`config.mk`:
```
export PLATFORM = sky130hd
export DESIGN_NAME = mem_port_arbiter
export DESIGN_NICKNAME = d
export VERILOG_FILES = /design/src/rtl/mips32_pkg.sv /design/src/rtl/arb_timeout_ctr.sv /design/src/rtl/mem_port_arbiter.sv
export SDC_FILE = /design/constraint.sdc
export NUM_CORES = 1
export LEC_CHECK = 0
export BUFFER_PORTS_ARGS = -buffer_cell sky130_fd_sc_hd__buf_2
export CAP_MARGIN = 20
export CORE_MARGIN = 4
export CORE_UTILIZATION = 47
export DETAILED_ROUTE_END_ITERATION = 7
export GPL_TIMING_DRIVEN = 1
export PLACE_DENSITY = 0.77
export SLEW_MARGIN = 20
export SYNTH_ARGS = -nofsm -noshare
export SYNTH_HDL_FRONTEND = slang
export SYNTH_SLANG_ARGS = --single-unit
```
`constraint.sdc`:
```
create_clock -name clk -period 5.4 [get_ports clk]
set_input_delay 0.81 -clock clk [delete_from_list [all_inputs] [get_ports clk]]
set_output_delay 0.81 -clock clk [all_outputs]
set_load 0.1 [all_outputs]
```
`src/rtl/mips32_pkg.sv`:
```
// Shared mips32 core constants: memory-port arbiter state encoding,
// grant identifiers and the default busy-state timeout.
package mips32_pkg;

    typedef enum logic [1:0] {
        IDLE    = 2'd0,
        IF_BUSY = 2'd1,
        DM_BUSY = 2'd2
    } arb_state_e;

    typedef enum logic [1:0] {
        GNT_NONE = 2'd0,
        GNT_IF   = 2'd1,
        GNT_DM   = 2'd2
    } arb_gnt_e;

    localparam int unsigned ARB_TIMEOUT_CYC = 15;

endpackage

```
`src/rtl/arb_timeout_ctr.sv`:
```
// Busy-cycle counter for the memory-port arbiter; expired_o is high
// during the LIMIT-th consecutive enabled cycle.
module arb_timeout_ctr #(
    parameter int unsigned LIMIT = 15
) (
    input  logic clk,
    input  logic rst,
    input  logic clr_i,
    input  logic en_i,
    output logic expired_o
);

    localparam int unsigned CNT_W = (LIMIT > 1) ? $clog2(LIMIT) : 1;

    logic [CNT_W-1:0] cnt_q, cnt_d;

    assign expired_o = en_i & (cnt_q == CNT_W'(LIMIT - 1));

    always_comb begin
        cnt_d = cnt_q;
        if (clr_i) begin
            cnt_d = '0;
        end else if (en_i && !expired_o) begin
            cnt_d = cnt_q + CNT_W'(1);
        end
    end

    always_ff @(posedge clk or posedge rst) begin
        if (rst) begin
            cnt_q <= '0;
        end else begin
            cnt_q <= cnt_d;
        end
    end

endmodule

```
`src/rtl/mem_port_arbiter.sv`:
```
// Arbitrates the unified memory port between instruction fetch and the MEM stage.
// Optional busy-state timeout abort is enabled with `define ARB_TIMEOUT_EN.
module mem_port_arbiter
    import mips32_pkg::*;
#(
    parameter int unsigned ADDR_W      = 32,
    parameter int unsigned DATA_W      = 32,
    parameter int unsigned TIMEOUT_CYC = ARB_TIMEOUT_CYC
) (
    input  logic                clk,
    input  logic                rst,
    input  logic                if_req,
    input  logic [ADDR_W-1:0]   if_addr,
    output logic [DATA_W-1:0]   if_rdata,
    output logic                if_ack,
    input  logic                dm_req,
    input  logic                dm_we,
    input  logic [DATA_W/8-1:0] dm_be,
    input  logic [ADDR_W-1:0]   dm_addr,
    input  logic [DATA_W-1:0]   dm_wdata,
    output logic [DATA_W-1:0]   dm_rdata,
    output logic                dm_ack,
    output logic                mem_req,
    output logic                mem_we,
    output logic [DATA_W/8-1:0] mem_be,
    output logic [ADDR_W-1:0]   mem_addr,
    output logic [DATA_W-1:0]   mem_wdata,
    input  logic [DATA_W-1:0]   mem_rdata,
    input  logic                mem_ready,
    output logic                stall_pipe,
    output logic                stall_if,
    output logic                err
);

    localparam int unsigned BE_W = DATA_W / 8;

    if (TIMEOUT_CYC < 1) begin : g_bad_timeout
        $error("TIMEOUT_CYC must be at least 1");
    end

    arb_state_e        state_q, state_d;
    logic              fair_q, fair_d;
    logic              if_ack_q, if_ack_d;
    logic              dm_ack_q, dm_ack_d;
    logic [DATA_W-1:0] if_rdata_q, if_rdata_d;
    logic [DATA_W-1:0] dm_rdata_q, dm_rdata_d;
    logic              mem_we_q, mem_we_d;
    logic [BE_W-1:0]   mem_be_q, mem_be_d;
    logic [ADDR_W-1:0] mem_addr_q, mem_addr_d;
    logic [DATA_W-1:0] mem_wdata_q, mem_wdata_d;
    logic              if_ok, dm_ok;
    logic              busy, expired, finish;
    logic [DATA_W-1:0] fin_data;
    arb_gnt_e          gnt;

    assign busy = (state_q != IDLE);

`ifdef ARB_TIMEOUT_EN
    logic err_q;

    arb_timeout_ctr #(
        .LIMIT (TIMEOUT_CYC)
    ) u_timeout_ctr (
        .clk       (clk),
        .rst       (rst),
        .clr_i     (~busy),
        .en_i      (busy),
        .expired_o (expired)
    );

    always_ff @(posedge clk or posedge rst) begin
        if (rst) begin
            err_q <= 1'b0;
        end else if (expired && !mem_ready) begin
            err_q <= 1'b1;
        end
    end

    assign err = err_q;
`else
    assign expired = 1'b0;
    assign err     = 1'b0;
`endif

    // A port whose ack is showing this cycle still has its old req up; skip it.
    assign if_ok    = if_req & ~if_ack_q;
    assign dm_ok    = dm_req & ~dm_ack_q;
    assign finish   = busy & (mem_ready | expired);
    assign fin_data = mem_ready ? mem_rdata : '0;

    always_comb begin
        state_d     = state_q;
        fair_d      = fair_q;
        if_ack_d    = 1'b0;
        dm_ack_d    = 1'b0;
        if_rdata_d  = if_rdata_q;
        dm_rdata_d  = dm_rdata_q;
        mem_we_d    = mem_we_q;
        mem_be_d    = mem_be_q;
        mem_addr_d  = mem_addr_q;
        mem_wdata_d = mem_wdata_q;
        gnt         = GNT_NONE;

        unique case (state_q)
            IDLE: begin
                if (if_ok && (fair_q || !dm_ok)) begin
                    gnt = GNT_IF;
                end else if (dm_ok) begin
                    gnt = GNT_DM;
                end

                if (gnt == GNT_IF) begin
                    state_d     = IF_BUSY;
                    fair_d      = 1'b0;
                    mem_we_d    = 1'b0;
                    mem_be_d    = '0;
                    mem_addr_d  = if_addr;
                    mem_wdata_d = '0;
                end else if (gnt == GNT_DM) begin
                    state_d     = DM_BUSY;
                    mem_we_d    = dm_we;
                    mem_be_d    = dm_be;
                    mem_addr_d  = dm_addr;
                    mem_wdata_d = dm_wdata;
                end
            end
            IF_BUSY: begin
                if (finish) begin
                    state_d    = IDLE;
                    if_ack_d   = 1'b1;
                    if_rdata_d = fin_data;
                end
            end
            DM_BUSY: begin
                if (finish) begin
                    state_d    = IDLE;
                    dm_ack_d   = 1'b1;
                    dm_rdata_d = fin_data;
                    fair_d     = fair_q | if_req;
                end
            end
            default: state_d = IDLE;
        endcase
    end

    always_ff @(posedge clk or posedge rst) begin
        if (rst) begin
            state_q     <= IDLE;
            fair_q      <= 1'b0;
            if_ack_q    <= 1'b0;
            dm_ack_q    <= 1'b0;
            if_rdata_q  <= '0;
            dm_rdata_q  <= '0;
            mem_we_q    <= 1'b0;
            mem_be_q    <= '0;
            mem_addr_q  <= '0;
            mem_wdata_q <= '0;
        end else begin
            state_q     <= state_d;
            fair_q      <= fair_d;
            if_ack_q    <= if_ack_d;
            dm_ack_q    <= dm_ack_d;
            if_rdata_q  <= if_rdata_d;
            dm_rdata_q  <= dm_rdata_d;
            mem_we_q    <= mem_we_d;
            mem_be_q    <= mem_be_d;
            mem_addr_q  <= mem_addr_d;
            mem_wdata_q <= mem_wdata_d;
        end
    end

    assign mem_req   = busy;
    assign mem_we    = mem_we_q;
    assign mem_be    = mem_be_q;
    assign mem_addr  = mem_addr_q;
    assign mem_wdata = mem_wdata_q;
    assign if_ack    = if_ack_q;
    assign dm_ack    = dm_ack_q;
    assign if_rdata  = if_rdata_q;
    assign dm_rdata  = dm_rdata_q;

    // Stalls are forced low while reset is held so every output reads 0 in reset.
    assign stall_pipe = dm_req & ~dm_ack_q & ~rst;
    assign stall_if   = ((if_req & ~if_ack_q) & ~rst) | stall_pipe;

endmodule

```
==> metrics.txt, run 1 <==
post-layout minimum cycle time=3.36 ns; initial antenna violation count=1; Max Fclk=298 MHz; layout cells sized above 1=51.4%; Min-Delay Path Class=flop to flop; Antenna Nets Post-Route=0; Hold Violations, Final=0; clock-pin slew on the worst setup and hold paths=0.06 ns; Synth Area in Adders=0.616%; clk root buf=clkbuf_16; Clock Path Buffers=2; WP data required=4.59 ns; vias=5014; DR WL/cell=17.8 µm; #FFs+latches synth=138; RSZ-0062 raised after global routing=false; DRT Wirelength=16400 µm; std cell rows=41; first-pass GRT wire length=25600 µm; Fill cells=1003; Worst R2R Path Depth=6; reg-to-reg slack, setup=2.96 ns; max_cap viols=0; CTS H-tree lvls=4; met2 wire length=8380 µm; sequential fraction of the synthesis area=56.7%; Post-synth EDFFs=0; asr flop ratio synth=100%; largest net degree at the start of global routing=94; actual slew at the worst max-slew pin=1.04 ns; Syn Nets=619; Synth Area in Compound Gates=18.0%; gr ovfl total=0; setup bufs post-CTS=0; critical path type=flop to primary output; half-perimeter wire length after placement=11800 µm; vias per cell=5.45; Worst-Skew Late Latency=0.40 ns; Synth Area in Simple Gates=5.71%; Synth Area in XOR/XNOR=0%; Die Span X=122 µm; area leader, netlist=dfrtp_1; fin. max-slew vios=0; Cells after Synth=478; core footprint=12700 µm²; FF/Latch Area=3450 µm²; die height=122 µm; Starting DRT DRC Count=286; vias in the first global route=5092; post-cts resize count=0; M1 wire length=6150 µm; Setup crit end kind=primary output; Multi-input gate area=2210 µm²; # hold bufs at CTS=0; total global routing track utilization=21.9%; clk sinks=138; outcome=completed; Arr. time, crit path=2.55 ns; Top Metal Used=met4; Synth cell types=29; DRC=0; IO Pins=277; Area contributors post-synth=dfrtp_1 57%, mux2_2 12%, a22o_1 5.3%, a221oi_1 4.6%, and3b_1 4.6%; crit path from=if_ack; initial core utilization=48.1%; IO buf count=275; RR Endpoint=mem_addr[23]; largest family of logic cells by synthesized area=compound AO/OA/AOI/OAI gates; crit-path max FO=60; CTS tree=yes; NumNets Final=875; reg-to-reg startpoint=state_q[0]; total CTS buffers=17; Setup Skew=0.00444 ns; Hold Slack=0.497 ns; Final GP Congestion=0.812; yosys warns=0; multiplexer share of the synthesized area=11.8%; Setup Viol. Count Final=0; Worst setup endpoint=stall_if; ys flop type=dfrtp_1; Syn Std Cell Area=6090 µm²; setup TNS=0 ns; die area=14800 µm²; share of the synthesized area in the top cell type=56.7%; area growth from synthesis to final layout=32.5%; met3 wire len=1540 µm; syn_area_per_cell=12.7 µm²; Final period util=62.2%; 1st-pass router iterations=4; crit path launch type=flop; Slew headroom=30.8%
-- state kept, by name, summed over array words and instances, names as in the netlist --
signal     flops
dm_ack         1
mem_we         1
state_q        2
mem_wdata     32
if_rdata      32
mem_be         4
mem_addr      32
if_ack         1
dm_rdata      32
fair_q         1
-- cell families (layout without fill, tap and decap cells) --
| kind of cell | after synthesis | after routing |
|---|---|---|
| AO/OA/AOI/OAI | 144 | 144 |
| adder cells (fa/ha/maj) | 3 | 3 |
| buffers and inverters | 85 | 354 |
| flip-flops | 138 | 138 |
| multiplexers | 64 | 64 |
| other | 1 | 2 |
| AND/OR/NAND/NOR | 43 | 43 |
-- worst max-delay path, stage by stage, from the launching register on --
cell	delay, ns
dfrtp_1	0.82
nand2b_2	0.36
buf_4	0.50
a21oi_1	0.13
buf_2	0.31
-- cell usage in the layout (no fill, tap or decap), drive strengths merged, types with 2 or more instances in the layout --
cell        n
buf       283
dfrtp     138
mux2       64
inv        40
a22o       37
o21ai      36
and3b      32
a221oi     32
a22oi      32
clkbuf     23
clkinvlp    4
ha          3
nor2b       2
nand2       2
nor2        2
a21oi       2
bufinv      2
nand2b      2
clkinv      2
-- synth_stat cells (all sizes together) (3+ instances only) --
master	instances
clkbuf	21
a22oi	32
inv	39
ha	3
dfrtp	138
a22o	37
buf	25
o21ai	36
and3b	32
a221oi	32
mux2	64
-- per-stage QoR --
step,instance area [µm²],util (%),std cells,worst slack [ns]
6_report,8070,63.7,920,2.04
5_1_grt,8070,63.7,920,1.84
4_1_cts,8070,63.7,919,2.03
3_5_place_dp,7470,58.9,887,2.15
3_3_place_gp,7470,58.9,887,2.19
2_1_floorplan,6090,-,478,0.894
-- worst min-delay path by stage --
stage            startpoint  cells after the start           end
2_1_floorplan    state_q[0]                      2    state_q[0]
3_3_place_gp   mem_wdata[3]                      1  mem_wdata[3]
3_5_place_dp   mem_wdata[9]                      1  mem_wdata[9]
4_1_cts        if_rdata[19]                      1  if_rdata[19]
5_1_grt        mem_wdata[9]                      1  mem_wdata[9]
6_report       if_rdata[19]                      1  if_rdata[19]
-- cell type report --
type                    instances  area share [%]
clock inverters                 9            1.40
multi-input cells             255            27.4
clock buffers                  23            6.05
diodes                          1          0.0310
repair buffers                283            17.8
inverters                      39            1.88
flip-flops and latches        138            42.8
well taps                     172            2.67
-- metal layers --
layer	GRT usage, %	vias up
li1	-	2275
met1	26.2	2491
met2	36.4	224
met3	7.94	24
met4	8.40	0
met5	0	-
Power of run 1 is left out: the tool's default activity adds up to more than one toggle a clock period on the data nets, which glitch-free logic cannot reach.
==> run 2, diff against run 1 <==
--- a/config.mk
+++ b/config.mk
@@ -8,10 +8,10 @@
 export BUFFER_PORTS_ARGS = -buffer_cell sky130_fd_sc_hd__buf_2
 export CAP_MARGIN = 20
 export CORE_MARGIN = 4
-export CORE_UTILIZATION = 47
+export CORE_UTILIZATION = 43
 export DETAILED_ROUTE_END_ITERATION = 7
 export GPL_TIMING_DRIVEN = 1
-export PLACE_DENSITY = 0.77
+export PLACE_DENSITY = 0.74
 export SLEW_MARGIN = 20
 export SYNTH_ARGS = -nofsm -noshare
 export SYNTH_HDL_FRONTEND = slang
==> constraint.sdc (replaced) <==
create_clock -name clk -period 2.98 [get_ports clk]
set_input_delay 0.447 -clock clk [delete_from_list [all_inputs] [get_ports clk]]
set_output_delay 0.447 -clock clk [all_outputs]
set_load 0.1 [all_outputs]
==> metrics.txt, run 2 (synthesized netlist as in run 1, its figures left out) <==
first-pass GRT wire length=27500 µm; CTS H-tree lvls=4; post-cts resize count=0; DR WL/cell=18.2 µm; Starting DRT DRC Count=286; clk sinks=138; actual slew at the worst max-slew pin=1.12 ns; vias in the first global route=5369; crit path launch type=flop; initial core utilization=43.9%; DRT Wirelength=16900 µm; Setup crit end kind=primary output; half-perimeter wire length after placement=11900 µm; IO Pins=277; post-layout minimum cycle time=2.62 ns; RSZ-0062 raised after global routing=false; gr ovfl total=0; # hold bufs at CTS=0; M3 GR Usage=5.52%; Worst-Skew Late Latency=0.41 ns; Arr. time, crit path=2.17 ns; setup TNS=0 ns; Die Span X=127 µm; crit-path max FO=36; M1 GR Usage=25.9%; busiest grt layer=met2; fin. max-slew vios=0; setup bufs post-CTS=0; Setup Skew=0.00823 ns; ant diodes=0; die height=127 µm; total global routing track utilization=21.2%; Placed Area=7540 µm²; most common cell after layout, fill and taps aside=buf_2; Clock Path Buffers=2; std cell rows=43; die area=16100 µm²; WP data required=2.53 ns; layout cells sized above 1=51.5%; largest net degree at the start of global routing=56; routing usage on met2=36.3%; initial antenna violation count=0; Antenna Nets Post-Route=0; Max Fclk=382 MHz; post-route cell area=8140 µm²; Setup Viol. Count Final=0; Final period util=87.8%; area growth from synthesis to final layout=33.7%; Min-Delay Path Class=primary input to asynchronous set/reset pin; vias=5042; critical path type=flop to primary output; 1st-pass router iterations=7; max_cap viols=0; core footprint=13900 µm²; Hold Violations, Final=0; total CTS buffers=17; clock-pin slew on the worst setup and hold paths=0.06 ns; CTS tree=yes; vias per cell=5.43; most frequent cells in the layout=275 x buf_2, 138 x dfrtp_1, 64 x mux2_2; Final GP Congestion=0.875; IO buf count=275; clk root buf=clkbuf_16; outcome=completed; Slew headroom=25.3%; DRC=0; NumNets Final=877
==> run 2: cell count changes in the layout (fill, tap and decap cells not counted), sizes merged <==
cell | previous run | this run
buf | 283 | 285
bufinv | 2 | 3
clkinv | 2 | 5
clkinvlp | 4 | 1
diode | 1 | 0
inv | 40 | 39
==> run 2: area by class of cell <==
type | count | area [µm²]
clock inverters | 9 | 139
inverters | 39 | 150
flip-flops and latches | 138 | 3450
multi-input cells | 255 | 2220
fillers | 1145 | 5740
well taps | 180 | 225
repair buffers | 285 | 1490
clock buffers | 23 | 468
==> run 2: final timing paths <==
path                                   start       endpoint  slack, ns  cells past startpoint
worst max-delay path              state_q[0]        mem_req       0.36                      4
worst min-delay path                     rst    mem_addr[1]       0.18                      2
worst max register to register    state_q[0]  mem_wdata[30]       0.72                      6
worst min register to register  dm_rdata[19]   dm_rdata[19]       0.50                      1
max in group asynchronous                rst      mem_be[1]       2.09                      3
min in group clk                 dm_wdata[6]   mem_wdata[6]       0.26                      2
==> run 2: stage by stage <==
stage,setup slack (ns),instances,hold WS (ns),util [%]
after CTS,0.366,929,0.191,58.7
final,0.363,929,0.179,58.7
after detailed placement,0.479,897,0.485,54.3
after global routing,0.262,929,0.220,58.7
after floorplan,0.210,478,0.535,-
after global placement,0.563,897,0.482,54.3
==> run 2: routing by layer <==
metal / routed length [µm] / up-vias
li1: - / 2288
met1: 6510 / 2494
met2: 8650 / 232
met3: 1360 / 28
met4: 389 / 0
met5: 0 / -
==> run 2: worst max-delay path, cell delays in order, from the launching register on <==
cell	delay [ns]
dfrtp_1	0.38
inv_1	0.08
ha_1	0.25
inv_2	0.50
buf_2	0.55
Power of run 2 is left out for the same reason.
==> run 3, diff against run 2 <==
--- a/config.mk
+++ b/config.mk
@@ -8,10 +8,11 @@
 export BUFFER_PORTS_ARGS = -buffer_cell sky130_fd_sc_hd__buf_2
 export CAP_MARGIN = 20
 export CORE_MARGIN = 4
-export CORE_UTILIZATION = 43
+export CORE_UTILIZATION = 44
+export CTS_BUF_LIST = sky130_fd_sc_hd__clkbuf_4
 export DETAILED_ROUTE_END_ITERATION = 7
 export GPL_TIMING_DRIVEN = 1
-export PLACE_DENSITY = 0.74
+export PLACE_DENSITY = 0.76
 export SLEW_MARGIN = 20
 export SYNTH_ARGS = -nofsm -noshare
 export SYNTH_HDL_FRONTEND = slang
==> metrics.txt, run 3 (synthesized netlist as in run 1, its figures left out) <==
CTS H-tree lvls=4; RR Endpoint=mem_addr[5]; crit-path max FO=23; most frequent cells in the layout=275 x buf_2, 138 x dfrtp_1, 64 x mux2_2; layout cells sized above 1=52.2%; gr ovfl total=0; Max Fclk=415 MHz; DRC=0; reg-to-reg startpoint=fair_q; Slew headroom=24.4%; fin. max-slew vios=0; core footprint=13400 µm²; DRT Wirelength=16600 µm; setup bufs post-CTS=0; post-layout minimum cycle time=2.41 ns; DR WL/cell=17.9 µm; outcome=completed; # hold bufs at CTS=0; reg-to-reg slack, setup=0.94 ns; crit-path max cell delay=0.45 ns; Final GP Congestion=0.877; post-cts resize count=0; Hold Violations, Final=0; clk sinks=138; initial core utilization=45.5%; fin cells=928; Arr. time, crit path=1.96 ns; dpl cells=896; IO buf count=275; WP data required=2.53 ns; vias per cell=5.43; RSZ-0062 raised after global routing=false; post-route cell area=7850 µm²; IO Pins=277; Worst-Skew Late Latency=0.50 ns; max_cap viols=0; largest net degree at the start of global routing=76; clk root buf=clkbuf_4; critical path type=flop to primary output; initial antenna violation count=1; die area=15800 µm²; Die Span X=126 µm; Clock Path Buffers=2; Final period util=80.9%; crit path launch type=flop; Slowest cell on crit path=dfrtp_1; Setup crit end kind=primary output; Placed Area=7530 µm²; cells along the critical path=nand2b_1, buf_4, a21oi_2, buf_2; Starting DRT DRC Count=313; Setup Skew=0.0133 ns; total CTS buffers=17; setup TNS=0 ns; area growth from synthesis to final layout=28.9%; Setup Viol. Count Final=0; die height=126 µm; NumNets Final=880; Worst R2R Path Depth=3; most common cell after layout, fill and taps aside=buf_2; CTS tree=yes; Hold Slack=0.0847 ns; half-perimeter wire length after placement=11800 µm; Antenna Nets Post-Route=0; actual slew at the worst max-slew pin=1.13 ns; vias=5038; first-pass GRT wire length=26600 µm; 1st-pass router iterations=5; std cell rows=42; total global routing track utilization=20.8%; clock-pin slew on the worst setup and hold paths=0.11 ns; Min-Delay Path Class=primary input to asynchronous set/reset pin; vias in the first global route=5204
-- run 3: changes by cell type in the layout (fill, tap and decap cells not counted) --
| cell | change |
|---|---|
| clkinv_2 | +2 |
| clkbuf_8 | -2 |
| clkbuf_1 | -4 |
| clkinv_4 | -2 |
| bufinv_16 | +1 |
| diode_2 | +1 |
| buf_12 | -2 |
| clkbuf_16 | -17 |
| inv_6 | +2 |
| buf_4 | +5 |
| clkbuf_4 | +17 |
| clkinvlp_4 | +2 |
-- run 3: cell type report --
class,count,area (µm²)
tap,176,220
sequential,138,3450
antenna,1,2.50
timing repair buffer,288,1490
clock inverter,14,194
inverter,39,150
multi-input combinational,255,2220
fill,1134,5550
clock buffer,17,128
-- run 3: worst max-delay path by stage --
| stage | slack [ns] | endpoint | cells after the start | start |
|---|---|---|---|---|
| 6_report | 0.57 | stall_if | 4 | dm_ack |
| 5_1_grt | 0.43 | stall_if | 4 | dm_ack |
| 4_1_cts | 0.47 | stall_if | 4 | dm_ack |
| 3_5_place_dp | 0.52 | mem_wdata[22] | 5 | if_req |
| 3_3_place_gp | 0.61 | mem_wdata[22] | 5 | if_req |
| 2_1_floorplan | 0.21 | stall_if | 4 | dm_ack |
-- run 3: worst max-delay path, delay by kind of cell (launching register included) --
family / cells / cell delay, ns
buffers and inverters: 2 / 0.67
flip-flops: 1 / 0.45
AND/OR/NAND/NOR: 1 / 0.20
AO/OA/AOI/OAI: 1 / 0.14
-- run 3: routing by layer --
metal  global-route usage [%]  part of all wire [%]
met1                     24.2                    38
met2                     35.1                    50
met3                     7.03                   9.2
met4                     8.99                   3.0
met5                        0                     0
-- run 3: stage by stage --
| step | utilization (%) | setup WS (ns) |
|---|---|---|
| floorplan | - | 0.210 |
| global placement | 56.2 | 0.611 |
| detailed placement | 56.2 | 0.519 |
| CTS | 58.6 | 0.468 |
| global route | 58.6 | 0.432 |
| finish | 58.6 | 0.568 |
Power of run 3 is left out for the same reason.
